==> src/rtl/tpu_mmio_ctrl.sv <==
// tpu_mmio_ctrl: queues MMIO requests and replays them one at a time onto the TPU window port.
// Ports:
//   clk, rst                         clock, asynchronous active-high reset
//   req_valid/wr/addr/data/tid       incoming MMIO request; req_ready = FIFO not full
//   tpu_r_w, tpu_addr, tpu_dataIn    write strobe, window offset and write data to the TPU
//   tpu_dataOut                      TPU read data, sampled READ_LAT cycles after the address
//   rsp_valid, rsp_tid, rsp_data     one-cycle read response
//   busy, ovf                        work pending / sticky dropped-request flag
module tpu_mmio_ctrl #(
    parameter int          DEPTH    = 4,
    parameter int          READ_LAT = 1,
    parameter logic [15:0] TPU_BASE = 16'h0100,
    parameter logic [15:0] TPU_SIZE = 16'h0300
) (
    input  logic        clk,
    input  logic        rst,
    input  logic        req_valid,
    input  logic        req_wr,
    input  logic [15:0] req_addr,
    input  logic [63:0] req_data,
    input  logic [8:0]  req_tid,
    output logic        req_ready,
    output logic        tpu_r_w,
    output logic [15:0] tpu_addr,
    output logic [63:0] tpu_dataIn,
    input  logic [63:0] tpu_dataOut,
    output logic        rsp_valid,
    output logic [8:0]  rsp_tid,
    output logic [63:0] rsp_data,
    output logic        busy,
    output logic        ovf
);
    localparam int AW = $clog2(DEPTH);
    localparam int CW = $clog2(DEPTH + 1);
    localparam int LW = $clog2(READ_LAT + 1);

    typedef enum logic [1:0] {IDLE, WR, RD_WAIT, RESP} state_e;
    typedef struct packed {
        logic        wr;
        logic [15:0] addr;
        logic [63:0] data;
        logic [8:0]  tid;
    } req_t;

    req_t          mem_q [DEPTH];
    logic [AW-1:0] wptr_q, rptr_q;
    logic [CW-1:0] cnt_q;
    logic [LW-1:0] lat_q;
    state_e        state_q, state_d;
    logic          tpu_r_w_q, rsp_valid_q, ovf_q;
    logic [15:0]   tpu_addr_q;
    logic [63:0]   tpu_data_in_q, rsp_data_q;
    logic [8:0]    rsp_tid_q;
    req_t          head;
    logic          push, pop, in_win, rd_done;

    assign head      = mem_q[rptr_q];
    // Ready comes only from the registered count, so a pop in the same cycle never makes room.
    assign req_ready = cnt_q != CW'(DEPTH);
    assign push      = req_valid & req_ready;
    assign pop       = (state_q == IDLE) && (cnt_q != '0);
    // 17-bit compare keeps TPU_BASE+TPU_SIZE from wrapping past 16'hFFFF.
    assign in_win    = ({1'b0, head.addr} >= {1'b0, TPU_BASE}) &&
                       ({1'b0, head.addr} < ({1'b0, TPU_BASE} + {1'b0, TPU_SIZE}));
    assign rd_done   = (state_q == RD_WAIT) && (lat_q == '0);

    assign tpu_r_w    = tpu_r_w_q;
    assign tpu_addr   = tpu_addr_q;
    assign tpu_dataIn = tpu_data_in_q;
    assign rsp_valid  = rsp_valid_q;
    assign rsp_tid    = rsp_tid_q;
    assign rsp_data   = rsp_data_q;
    assign ovf        = ovf_q;
    assign busy       = (cnt_q != '0) || (state_q != IDLE);

    always_comb begin
        state_d = state_q;
        case (state_q)
            IDLE:    if (pop) state_d = head.wr ? (in_win ? WR : IDLE) : (in_win ? RD_WAIT : RESP);
            WR:      state_d = IDLE;
            RD_WAIT: if (lat_q == '0) state_d = RESP;
            RESP:    state_d = IDLE;
            default: state_d = IDLE;
        endcase
    end

    always_ff @(posedge clk) begin
        if (push) mem_q[wptr_q] <= '{req_wr, req_addr, req_data, req_tid};
    end

    always_ff @(posedge clk or posedge rst) begin
        if (rst) begin
            state_q       <= IDLE;
            wptr_q        <= '0;
            rptr_q        <= '0;
            cnt_q         <= '0;
            lat_q         <= '0;
            tpu_r_w_q     <= 1'b0;
            rsp_valid_q   <= 1'b0;
            ovf_q         <= 1'b0;
            tpu_addr_q    <= '0;
            tpu_data_in_q <= '0;
            rsp_tid_q     <= '0;
            rsp_data_q    <= '0;
        end else begin
            state_q     <= state_d;
            wptr_q      <= wptr_q + AW'(push);
            rptr_q      <= rptr_q + AW'(pop);
            cnt_q       <= cnt_q + CW'(push) - CW'(pop);
            ovf_q       <= ovf_q | (req_valid & ~req_ready);
            tpu_r_w_q   <= state_d == WR;
            rsp_valid_q <= state_d == RESP;
            if (pop && in_win) begin
                tpu_addr_q <= head.addr - TPU_BASE;
                if (head.wr) tpu_data_in_q <= head.data;
            end
            if (pop && !head.wr) rsp_tid_q <= head.tid;
            if (pop && !head.wr && !in_win) rsp_data_q <= '0;
            if (rd_done) rsp_data_q <= tpu_dataOut;
            // lat_q counts the remaining RD_WAIT cycles; it is armed on every pop.
            if (pop) lat_q <= LW'(READ_LAT - 1);
            else if (state_q == RD_WAIT) lat_q <= lat_q - LW'(1);
        end
    end
endmodule

==> config.mk <==
export PLATFORM = sky130hd
export DESIGN_NAME = tpu_mmio_ctrl
export DESIGN_NICKNAME = d
export VERILOG_FILES = /design/src/rtl/tpu_mmio_ctrl.sv
export SDC_FILE = /design/constraint.sdc
export NUM_CORES = 1
export LEC_CHECK = 0
export ABC_CLOCK_PERIOD_IN_PS = 11350
export BUFFER_PORTS_ARGS = -buffer_cell sky130_fd_sc_hd__buf_2
export CELL_PAD_IN_SITES_DETAIL_PLACEMENT = 0
export CELL_PAD_IN_SITES_GLOBAL_PLACEMENT = 1
export CORE_UTILIZATION = 40
export CTS_CLUSTER_SIZE = 25
export DETAILED_ROUTE_END_ITERATION = 12
export PLACE_DENSITY = 0.76
export RECOVER_POWER = 50
export SLEW_MARGIN = 0
export SYNTH_ARGS = -nofsm -noshare
export SYNTH_HDL_FRONTEND = slang
export SYNTH_SLANG_ARGS = --single-unit
==> constraint.sdc <==
create_clock -name clk -period 11.35 [get_ports clk]
set_clock_uncertainty 0.05 [all_clocks]
set_input_delay 0 -clock clk [delete_from_list [all_inputs] [get_ports clk]]
set_output_delay 0 -clock clk [all_outputs]
set_load 0.01 [all_outputs]
== Word level (Yosys, flattened, before mapping) ==
Memory sizes are Yosys's and may differ from the RTL's.
Cells that the tools add are included.
Operators by class
  bitwise gates (word level): 5
  reduce and logical (&&, ||, !) cells: 16
  equality and inequality tests: 6
  multiplexer cells: 12
  $add $sub $neg: 6
  magnitude comparators: 2
Operators by type and width (number)
  $mux 64: 2
  $ge 16x9->1 const B: 1
  $lt 16x11->1 const B: 1
  $sub 16x9->16 const B: 1
  $eq 2x2->1 const B: 3
  $logic_and 1x1->1: 6
  $mux 1: 6
  $mux 2: 3
  $pmux 2 s3: 1
  $reduce_bool 2->1: 3
  $add 2x1->2: 2
  $eq 2x1->1 const B: 2
  $add 3x1->3: 1
  $ne 3x3->1 const B: 1
  $reduce_bool 3->1: 1
  $sub 3x1->3: 1
  $and 1x1->1: 2
  $logic_not 1->1: 2
  $logic_not 2->1: 1
  $not 1->1: 2
  $reduce_and 2->1: 1
  $reduce_or 2->1: 1
  $logic_or 1x1->1: 1
  $or 1x1->1: 1
  $sub 1x1->1 const B: 1
Storage, ports and cells
  output and inout bits: 158
  memories: 1
  register bits: 166
  bits in writable memories: 360
Memories
  mem_q: words 4, width 90, read ports 1, clocked after Yosys merged registers in 0, wr ports 1, line 45  | req_t mem_q [DEPTH];

== Depth between registers and ports, before layout ==
An unclocked memory read counts as a cell.
  word-level depth: 8
  gate-level depth with buffers: 12

== Least setup slack after synthesis ==
Ideal clock, no wire load.
  path kind: register to register
  start point: register cnt_q[1]
  end point: memory mem_q[1][0] (netlist bit) (enable)
  data arrival time: 7.317 ns
  cell stages (with the launch flop): 5
  required time: 10.632 ns
  slack: 3.316 ns
  cells stage by stage: dfrtp_1 -> nor2_1 -> nand2_1 -> nand2_1 -> nor3b_1
On the way
  longest elaborated chain between the ends: 4
Ends and longest elaborated chain
  from (decl): line 47  | logic [CW-1:0] cnt_q;
  from (signal assigned): line 109  | cnt_q <= cnt_q + CW'(push) - CW'(pop);
  $ne 3x3->1: line 59  | assign req_ready = cnt_q != CW'(DEPTH);
  net req_ready: line 22  | output logic req_ready,
  $and 1x1->1: line 60  | assign push = req_valid & req_ready;
  $mux 1: line 88  | if (push) mem_q[wptr_q] <= '{req_wr, req_addr, req_data, req_tid};
  $mux 1 (not written as such): line 88
  to (decl): line 45
The timed path passes the listed nets, and every way through them passes these cells.

== Worst setup path in the final report ==
  start point: register rptr_q[0]
  end point: register tpu_data_in_q[43], in the netlist tpu_dataIn[43]
On the way
  longest elaborated chain between the ends: 5
  elaborated cells on any way between the ends: 6
  classes of those cells: 2 x order compare; 3 x reduce/logical; 1 x memory
Ends and longest elaborated chain
  from (decl): line 46  | logic [AW-1:0] wptr_q, rptr_q;
  from (signal assigned): line 108  | rptr_q <= rptr_q + AW'(pop);
  $mem_v2 4x90 *
  $ge 16x9->1 / $lt 16x11->1 (equally long branches): line 63, 64
  $logic_and 1x1->1: line 63  | assign in_win = ({1'b0, head.addr} >= {1'b0, TPU_BASE}) &&
  $logic_and 1x1->1: line 113  | if (pop && in_win) begin
  $reduce_and 2->1 (no source line)
  to (signal assigned): line 115  | if (head.wr) tpu_data_in_q <= head.data;
  to (decl): line 52  | logic [63:0] tpu_data_in_q, rsp_data_q;
Every way passes the cells marked *; elsewhere a longest branch is shown, timed or not.
A chain may end at the register's enable or synchronous reset.

==> results by group <==
Die
  – Die width: 222.5 µm
  – Row count: 80
  – Starting Density: 40.64%
  – Die footprint: 0.04949 mm²
  – CORE AREA: 0.04785 mm²
  – Num ports: 315
  – Die Height: 222.5 µm

Finish
  – Most frequent cells in the layout: edfxtp_1 (360), clkbuf_1 (241), dfrtp_1 (164)
  – Layout cell share with drive strength beyond 1: 21.21%
  – Layout Nets: 1671
  – Commonest non-fill, non-tap cell in the layout: edfxtp_1
  – Area Growth Syn to Fin: 27.40%
  – Post-layout util: 51.77%

Flow run
  – Max cap viols: 1

Global routing
  – First-pass GRT wire length: 66780 µm
  – Antenna violations before repair: 7
  – Gr usage total: 17.88%
  – Grt ovf: 0
  – Vias in the first global route: 11.40k
  – Pin count of the biggest net entering global routing: 102

Setup path
  – Critical path startpoint category: flop
  – CP Max Fanout: 39
  – Arr. time, crit path: 4.49 ns
  – CP Launch Point: rptr_q[0]$_DFF_PP0_
  – Kind of end point of the critical path: flop
  – R2R cell count: 7
  – WS Path Type: flop to flop
  – Worst Path Required: 11.77 ns
  – Worst R2R Start: rptr_q[0]$_DFF_PP0_

Logic synthesis
  – Predominant post-synthesis flop cell: edfxtp_1
  – Top-area cell type share of the netlist area: 55.60%
  – Syn Area/Cell: 19.17 µm²
  – Syn nets: 1178
  – Synth Instances: 1014
  – Cell Area, Synth: 0.01944 mm²
  – Ys async rst share: 31.56%
  – Post-synth EDFFs: 360
  – Unique cell type count in the Yosys netlist: 40
  – Register area share after synthesis: 76.97%
  – Top cells by area, synth: edfxtp_1 (56%), dfrtp_1 (21%), mux4_2 (10%), nand2_1 (2.6%), mux2_1 (2.4%)
  – Leading area contributor after synthesis: edfxtp_1
  – Post-synthesis register bit count: 526
  – Synth Warn #: 0

Route
  – Routed WL per cell: 20.25 µm
  – Initial DRC Count: 601
  – Total Wirelength: 43980 µm
  – Via count: 10.79k
  – DR pass1 iterations: 6
  – Vias/cell: 4.968
  – ANT nets after route: 0
  – Remaining DRCs: 0

CTS
  – Worst-skew pair later-pin latency: 0.60 ns
  – CTS Buffer Depth: 3
  – Clk slew on worst S/H paths: 0.06 ns
  – Root Driver: clkbuf_16
  – Clock Sinks: 526
  – H-tree depth: 2
  – Num CTS Buffers: 53
  – Setup Buffers After CTS: 0
  – TritonCTS clock tree: done

Timing
  – Rel. slew slack: -219.9%
  – Setup tns final: 0 ns
  – Final Cycle Share: 35.84%
  – Least-Margin Pin Slew: 4.799 ns
  – Final Critical Period: 4.068 ns
  – Final setup fails: 0
  – Unrepaired setup endpoints after global routing: no
  – Slew Limit Fails: 102
  – Max Fclk: 245.8 MHz
  – Hold WS: 0.1105 ns
  – Setup WS post-layout: 7.282 ns
  – Final hold vios: 0

Power and ir drop
  – Total power draw: 6.280 mW
  – P_leak: 9.208 nW
  – Worst vdd ir: 167.8 µV
  – Cell Pwr Density: 253.5 mW/mm²

Place
  – Setup slack at placement: 7.127 ns
  – Input/output buffers: 314
  – Post-detail-place hpwl: 25780 µm
  – Routability congestion estimate: 0.7670

Outcome
  – Failing checks: max-capacitance violations, max-slew violations
  – Outcome: complete, but fails checks

Hold path
  – Hold Startpoint: tpu_dataOut[33]
  – Min-Delay Path Class: input pin to flop
  – Hold depth: 4
[registers in the layout, summed over array words and instances (netlist names)]
| register | flops |
|---|---|
| mem_q | 360 |
| rsp_data | 64 |
| tpu_dataIn | 64 |
| tpu_addr | 16 |
| rsp_tid | 9 |
| cnt_q | 3 |
| rptr_q | 2 |
| state_q | 2 |
| wptr_q | 2 |
| lat_q | 1 |
| ovf | 1 |
| rsp_valid | 1 |
| tpu_r_w | 1 |
[area by class of cell]
class / instances / area (µm²)
repair buffers: 488 / 2974
multi-input cells: 424 / 4222
well taps: 615 / 769.5
diodes: 6 / 15.01
inverters: 14 / 53.80
clock buffers: 67 / 1460
flip-flops and latches: 526 / 14970
fillers: 4013 / 23080
clock inverters: 32 / 304.0
[critical path, stage by stage (launching register included)]
cell	delay (ns)
dfrtp_4	0.81
buf_4	0.54
mux4_2	0.58
or2_2	0.31
o41a_1	0.41
nor3_4	0.24
buf_4	0.56
mux2_2	0.40
[report_power, final]
part	total, mW	internal [mW]	leakage [nW]	switching, mW
Combinational	1.66	0.719	2.87	0.946
Clock	1.75	1.02	0.866	0.723
Sequential	2.87	2.60	5.47	0.263
[kinds of logic after synthesis]
group | after synthesis | synth area share [%]
compound gates | 72 | 1.976
buf+inv | 64 | 1.532
simple gates | 161 | 3.469
fa+ha+maj | 7 | 0.4891
xor+xnor | 6 | 0.2703
flops | 526 | 76.97
mux | 178 | 15.30
[worst paths after layout]
kind                       slack [ns]                         end
max reg2reg                      7.28  tpu_dataIn[43]$_DFFE_PP0P_
min                              0.11    rsp_data[33]$_DFFE_PP0P_
max                              7.28  tpu_dataIn[43]$_DFFE_PP0P_
min reg2reg                      0.44  tpu_dataIn[53]$_DFFE_PP0P_
min in group asynchronous        1.32  tpu_dataIn[46]$_DFFE_PP0P_
max in group asynchronous        7.35         rptr_q[1]$_DFF_PP0_
[metrics by stage]
| stage | instances | instance area [µm²] |
|---|---|---|
| 3_5_place_dp | 1911 | 21730 |
| 5_1_grt | 2171 | 24770 |
| 6_report | 2172 | 24770 |
| 2_1_floorplan | 1014 | 19440 |
| 4_1_cts | 2166 | 25060 |
| 3_3_place_gp | 1911 | 21730 |
[layer usage]
layer | vias to the layer above | part of all wire, % | routed length (µm) | global-route usage, %
met5 | - | 0.030 | 13 | 0
met4 | 2 | 2.1 | 920 | 5.161
met3 | 68 | 6.7 | 2934 | 4.747
met2 | 336 | 50 | 21840 | 30.60
met1 | 5499 | 42 | 18270 | 22.32
li1 | 4886 | - | - | -
[repair_timing]
action / CTS / global route
hold endpoints to repair: 527 / 0
hold buffers: 156 / 0
resized for setup: 0 / 0
[synth_stat cells, drive strengths merged, types with 4 or more instances]
library cell and number:
mux2i 8, inv 14, buf 16, ha 6
mux2 83, clkbuf 34, edfxtp 360, nor2 4
xnor2 4, nand2 135, o21ai 65, dfrtp 166
mux4 87, nor3 6
Power figures use the tool's default switching activity.
